### src/rtl/cic_decimator.sv
// CIC decimation filter: STAGES integrators at the input rate, a programmable
// decimation counter, STAGES combs at the decimated rate and a registered
// output scaler. Optional macro CIC_ROUND_EN selects round-half-up with
// positive saturation instead of truncation on the output shift.
module cic_decimator #(
  parameter int IN_WIDTH     = 8,
  parameter int OUT_WIDTH    = 8,
  parameter int STAGES       = 3,
  parameter int MAX_RATE     = 4,
  parameter int DEFAULT_RATE = 4
) (
  input  logic                         clk,
  input  logic                         rst,
  input  logic [IN_WIDTH-1:0]          in_data,
  input  logic                         in_valid,
  input  logic [$clog2(MAX_RATE):0]    rate,
  input  logic                         rate_load,
  output logic [OUT_WIDTH-1:0]         out_data,
  output logic                         out_valid
);

  localparam int RATE_W    = $clog2(MAX_RATE) + 1;
  localparam int ACC_WIDTH = IN_WIDTH + STAGES * $clog2(MAX_RATE);
  localparam int SHIFT     = (ACC_WIDTH > OUT_WIDTH) ? (ACC_WIDTH - OUT_WIDTH) : 0;

  logic [RATE_W-1:0]    active_rate;
  logic [RATE_W-1:0]    count;
  logic                 rate_ok;
  logic                 load_ok;
  logic                 strobe;
  logic [ACC_WIDTH-1:0] in_ext;
  logic [ACC_WIDTH-1:0] integ   [STAGES];
  logic [ACC_WIDTH-1:0] comb    [STAGES];
  logic [ACC_WIDTH-1:0] dly     [STAGES];
  logic [ACC_WIDTH-1:0] comb_in [STAGES];
  logic [STAGES:0]      stb;
  logic [ACC_WIDTH-1:0] acc;
  logic [OUT_WIDTH-1:0] out_next;

  // Rate qualification and decimation strobe generation.
  always_comb begin
    rate_ok = (rate >= RATE_W'(2)) && (rate <= RATE_W'(MAX_RATE));
    load_ok = rate_load && rate_ok;
    // A valid rate load restarts the group, so that edge can never strobe.
    strobe  = in_valid && !load_ok && (count == active_rate - RATE_W'(1));
    in_ext  = ACC_WIDTH'($signed(in_data));
  end

  // Active ratio register and accepted-sample counter.
  always_ff @(posedge clk) begin
    if (rst) begin
      active_rate <= RATE_W'(DEFAULT_RATE);
      count       <= '0;
    end else if (load_ok) begin
      active_rate <= rate;
      count       <= in_valid ? RATE_W'(1) : '0;
    end else if (in_valid) begin
      count <= strobe ? '0 : count + RATE_W'(1);
    end
  end

  // Integrator cascade; each stage adds the previous stage's pre-edge value.
  always_ff @(posedge clk) begin
    if (rst) begin
      for (int k = 0; k < STAGES; k++) integ[k] <= '0;
    end else if (in_valid) begin
      integ[0] <= integ[0] + in_ext;
      for (int k = 1; k < STAGES; k++) integ[k] <= integ[k] + integ[k-1];
    end
  end

  // Strobe pipeline: bit k enables comb stage k, bit STAGES loads the output.
  always_ff @(posedge clk) begin
    if (rst) stb <= '0;
    else     stb <= {stb[STAGES-1:0], strobe};
  end

  // Comb stage inputs.
  always_comb begin
    comb_in[0] = integ[STAGES-1];
    for (int k = 1; k < STAGES; k++) comb_in[k] = comb[k-1];
  end

  // Comb cascade with unit differential delay, advanced only by strobes.
  always_ff @(posedge clk) begin
    if (rst) begin
      for (int k = 0; k < STAGES; k++) begin
        comb[k] <= '0;
        dly[k]  <= '0;
      end
    end else begin
      for (int k = 0; k < STAGES; k++) begin
        if (stb[k]) begin
          comb[k] <= comb_in[k] - dly[k];
          dly[k]  <= comb_in[k];
        end
      end
    end
  end

`ifdef CIC_ROUND_EN
  localparam int                 HALF_SH = (SHIFT > 0) ? (SHIFT - 1) : 0;
  localparam logic [ACC_WIDTH:0] HALF    = (ACC_WIDTH + 1)'(1) << HALF_SH;
  localparam logic [ACC_WIDTH:0] OUT_MAX = (ACC_WIDTH + 1)'((1 << (OUT_WIDTH - 1)) - 1);
  logic [ACC_WIDTH:0] rnd;
  logic [ACC_WIDTH:0] rnd_sh;
`endif

  // Output scaling: arithmetic shift, optionally rounded and saturated.
  always_comb begin
    acc      = comb[STAGES-1];
    out_next = OUT_WIDTH'($signed(acc) >>> SHIFT);
`ifdef CIC_ROUND_EN
    // One guard bit keeps the half-LSB addition from wrapping.
    rnd    = {acc[ACC_WIDTH-1], acc} + HALF;
    rnd_sh = $signed(rnd) >>> SHIFT;
    if (SHIFT > 0) begin
      if (!rnd_sh[ACC_WIDTH] && (rnd_sh > OUT_MAX)) out_next = OUT_MAX[OUT_WIDTH-1:0];
      else                                          out_next = OUT_WIDTH'(rnd_sh);
    end
`endif
  end

  // Registered output; data holds between pulses.
  always_ff @(posedge clk) begin
    if (rst) begin
      out_data  <= '0;
      out_valid <= 1'b0;
    end else begin
      out_valid <= stb[STAGES];
      if (stb[STAGES]) out_data <= out_next;
    end
  end

endmodule

### config.mk
export PLATFORM = sky130hd
export DESIGN_NAME = cic_decimator
export DESIGN_NICKNAME = d
export VERILOG_FILES = /design/src/rtl/cic_decimator.sv
export SDC_FILE = /design/constraint.sdc
export NUM_CORES = 1
export LEC_CHECK = 0
export CORE_ASPECT_RATIO = 1.4
export CORE_UTILIZATION = 65
export DETAILED_ROUTE_END_ITERATION = 6
export DONT_BUFFER_PORTS = 1
export PLACE_DENSITY = 0.83
export SYNTH_ARGS = -nofsm -noshare
export SYNTH_HDL_FRONTEND = slang
export SYNTH_SLANG_ARGS = --single-unit
### constraint.sdc
create_clock -name clk -period 2.9 [get_ports clk]
set_clock_uncertainty 0.15 [all_clocks]
set_input_delay 0.435 -clock clk [delete_from_list [all_inputs] [get_ports clk]]
set_output_delay 0.435 -clock clk [all_outputs]
set_load 0.02 [all_outputs]
* Yosys cells after proc, flatten, opt, wreduce, memory -nomap -nowiden *
Memories as Yosys holds them, arrays and structs flattened. A register that Yosys moved wholly into a read port is not among the register bits.
Index checks and enable logic that the tools add are counted.

word-level totals
  bits in registers = 11
  bits in writable memories = 126
  memories = 3

operators by class
  add/sub/neg operators = 8
  $lt $le $gt $ge = 2
  eq/ne operators = 1
  mux-type cells = 27
  bitwise logic cells = 9
  reductions and logical operators = 6

memories
  memory  words  bits a word  read ports  clocked after memory_dff  write ports  line  RTL
  comb    3      14           3           1                         3            33    logic [ACC_WIDTH-1:0] comb [STAGES];
  dly     3      14           3           0                         3            34    logic [ACC_WIDTH-1:0] dly [STAGES];
  integ   3      14           3           0                         3            32    logic [ACC_WIDTH-1:0] integ [STAGES];

operator list
  kind                 count
  $mux 14              9
  $add 14x14->14       3
  $sub 14x14->14       3
  $mux 1               15
  $mux 3               3
  $or 1x1->1           9
  $logic_and 1x1->1    4
  $add 3x1->3 const B  1
  $eq 3x3->1           1
  $ge 3x2->1 const B   1
  $le 3x3->1 const B   1
  $sub 3x1->3 const B  1
  $reduce_bool 2->1    1
  $logic_not 1->1      1

* Depth between registers and ports, before layout *
  depth in word-level cells = 9
  gate-level depth with buffers = 10

* Worst setup path before layout *
Ideal clock, no wire load.

  path kind = register to register
  start = mem integ[0][28] in the netlist's numbering
  end = mem comb[0][8] in the netlist's numbering (data pin)
  library setup time = 266 ps
  arrival time = 2082 ps
  required time = 2484 ps
  setup slack = 403 ps
  stages on the path, launching flop included = 11
  period minus slack after synthesis = 2497 ps
  cells stage by stage = edfxtp_1 -> inv_1 -> ha_1 -> inv_1 -> fa_1 -> a21o_1 -> a21o_1 -> a21o_1 -> o32ai_1 -> xor2_1 -> nor2_1

RTL lines
  what             line
  start, declared  32
  end, declared    33

==> summary.md <==
| Metric | Value |
|---|---|
| Antenna cell count | 0 |
| Fillers | 847 |
| Register area share after synthesis | 46.64% |
| 1st-pass router iterations | 5 |
| Post-DR vias/cell | 6.240 |
| Chip width | 98.89 um |
| Worst-path fanout max | 3 |
| Mean Syn Cell Area | 10.40 um^2 |
| Vias in the first global route | 6526 |
| Total CTS buffers | 17 |
| First-pass GRT wire length | 29930 um |
| Die area | 13610 um^2 |
| Initial antenna violation count | 0 |
| CTS tree | built |
| Mapped Area | 8542 um^2 |
| DR WL/cell | 18.20 um |
| I/O Buffers | 0 |
| Initial drt markers | 366 |
| Synth top area cells | edfxtp_1 (42%), ha_1 (12%), dfxtp_1 (4.5%) |
| IO Pins | 24 |
| RSZ-0062 raised after global routing | no |
| Final GP Congestion | 0.9142 |
| Ys async rst share | 0% |
| Clock transition at path regs | 0.07 ns |
| DR DRC count | 0 |
| Synth top area share | 42.19% |
| Core ar. | 12810 um^2 |
| CTS sink count | 139 |
| Final ANT Viol Nets | 0 |
| GRT Overall Usage | 28.51% |
| Pleak | 3.926 nW |
| Share of layout cells above drive strength 1 | 6.999% |
| Worst-margin pin slew | 0.8164 ns |
| EDFF count, synth | 120 |
| Top-count cell post-synth | edfxtp_1 |
| Final Util | 72.91% |
| Power per cell area | 613.4 nW/um^2 |
| Hpwl dp | 12680 um |
| Startpoint types | flip-flop |
| Critical path class | flip-flop to flip-flop |
| Period utilization | 94.83% |
| Fin nets | 929 |
| Clk_lat worst skew | 0.43 ns |
| Initial Util | 66.66% |
| Synthesis-stage register bit count | 139 |
| # setup viols final | 0 |
| Ys flop type | edfxtp_1 |
| # H-tree levels | 4 |
| Max VDD drop | 0.0004543 V |
| Post-synth top cells | edfxtp_1 (120), nor2_1 (84), ha_1 (79), inv_1 (61), a21oi_1 (53) |
| Relative slew slack | 45.37% |
| Final critical-path required period | 2.750 ns |
| Register-to-Register Setup Slack | 0.15 ns |
| Yosys warns | 0 |
| Outcome | finished clean |
| Root Driver | clkbuf_16 |
| Distinct cells, synth | 57 |
| Final Total Pwr | 5.730 mW |
| Fin Setup TNS | 0 ns |
| Post-CTS Setup Inserts | 0 |
| Crit path required time | 2.93 ns |
| Max Fclk | 363.6 MHz |
| Post-Syn Instances | 821 |
| Largest net degree at the start of global routing | 29 |
| Layout area overhead | 9.375% |
| Cell taking the most area after synthesis | edfxtp_1 |
| Die height | 137.6 um |
| Maxcap violations | 0 |
| Row cnt | 49 |
| Worst Hold Class | input pin to flip-flop |
| WP data arrival | 2.78 ns |
| Syn Nets | 920 |
| Total gr overflow | 0 |
| Crit. End Element | flip-flop |
| Via count | 6215 |
| Hold Violations, Final | 0 |
| Final wirelength | 18130 um |
| Max-slew violations | 0 |
| CTS max path bufs | 2 |
placed cells by master (no fill, tap or decap), types with 4 or more instances in the layout:
cell       instances
o21ai_0           40
nor3_1            26
a21oi_1           53
ha_1              79
or3_1              6
nand4_1            6
inv_1             61
o211ai_1           4
a31oi_1            6
nor2_1            83
nor4_1             4
xnor2_1           31
xor2_1            23
nand2b_1          11
fa_1               5
edfxtp_1         120
or2_2              8
dfxtp_1           19
mux2i_1           12
and4_1             4
and3_1             5
buf_4              7
nand2_1           31
o21a_1            13
inv_6              7
a21o_1            31
nand3b_1           5
clkbuf_16         17
and2_1            48
nand3_1            9
nor2b_1           15
per-layer routing:
layer | GRT usage (%) | wire (um) | vias up
met4 | 16.50 | 684 | 0
met2 | 56.95 | 10370 | 167
met3 | 4.921 | 616 | 55
met1 | 26.90 | 6454 | 2992
li1 | - | - | 3001
met5 | 0 | 0 | -
kinds of logic after synthesis:
kind of cell               count (synthesis)  synth area share (%)
buffers and inverters                     80                 3.515
adders and majority gates                 84                 12.74
and+or+nand+nor                          266                 15.85
AOI/OAI and AO/OA                        185                 14.18
DFF                                      139                 46.64
muxes                                     13                 1.538
xor gates and xnor gates                  54                 5.537
flip-flops by register name, summed over array words and instances (netlist names):
name,cells
comb,36
stb,4
out_data,8
active_rate,3
dly,42
count,3
integ,42
out_valid,1
cell type report:
cell class	instances	area (um^2)	share of cell area [%]
Inverter	61	229.0	2.451
Tap cell	153	191.4	2.049
Clock inverter	13	142.6	1.527
Multi-Input combinational cell	602	4270	45.71
Sequential cell	139	3984	42.64
Timing Repair Buffer	9	72.57	0.7768
Clock buffer	19	452.9	4.848
where the power goes:
group	total (mW)	internal, mW	switching [mW]
sequential	2.39	2.31	0.0800
clock	2.21	1.26	0.941
combinational	1.14	0.477	0.661
path summary, 6_finish.rpt:
| path | startpoint | endpoint | depth (start not counted) |
|---|---|---|---|
| min reg2reg | stb[1] | stb[2] | 1 |
| min | in_valid | count[0] | 2 |
| max reg2reg | comb[0][0] | comb[1][12] | 10 |
| max | comb[0][0] | comb[1][12] | 10 |
critical path: stages, from the launching register on:
cell,delay (ns)
edfxtp_1,0.37
inv_1,0.09
ha_1,0.16
inv_1,0.06
fa_1,0.40
a21oi_1,0.27
o211ai_1,0.13
a31oi_1,0.40
o221ai_1,0.24
xnor2_1,0.18
nor2_1,0.05
what timing repair did:
action / CTS / global route
endpoints found under the hold margin: 18 / 0
setup endpoints to repair: 0 / 1
gates resized for setup: 0 / 2
hold buffers: 2 / 0
through the flow:
stage,hold slack [ns],instance area (um^2),cells,setup slack (ns)
3_5_place_dp,0.3106,8717,962,0.1404
3_3_place_gp,0.3124,8717,962,0.2743
5_1_grt,0.01157,9343,996,0.06174
2_1_floorplan,0.3029,8542,821,0.4025
4_1_cts,0.01599,9333,996,0.05052
6_report,0.02698,9343,996,0.1499
Note: power is estimated with default switching activity, not from simulation.
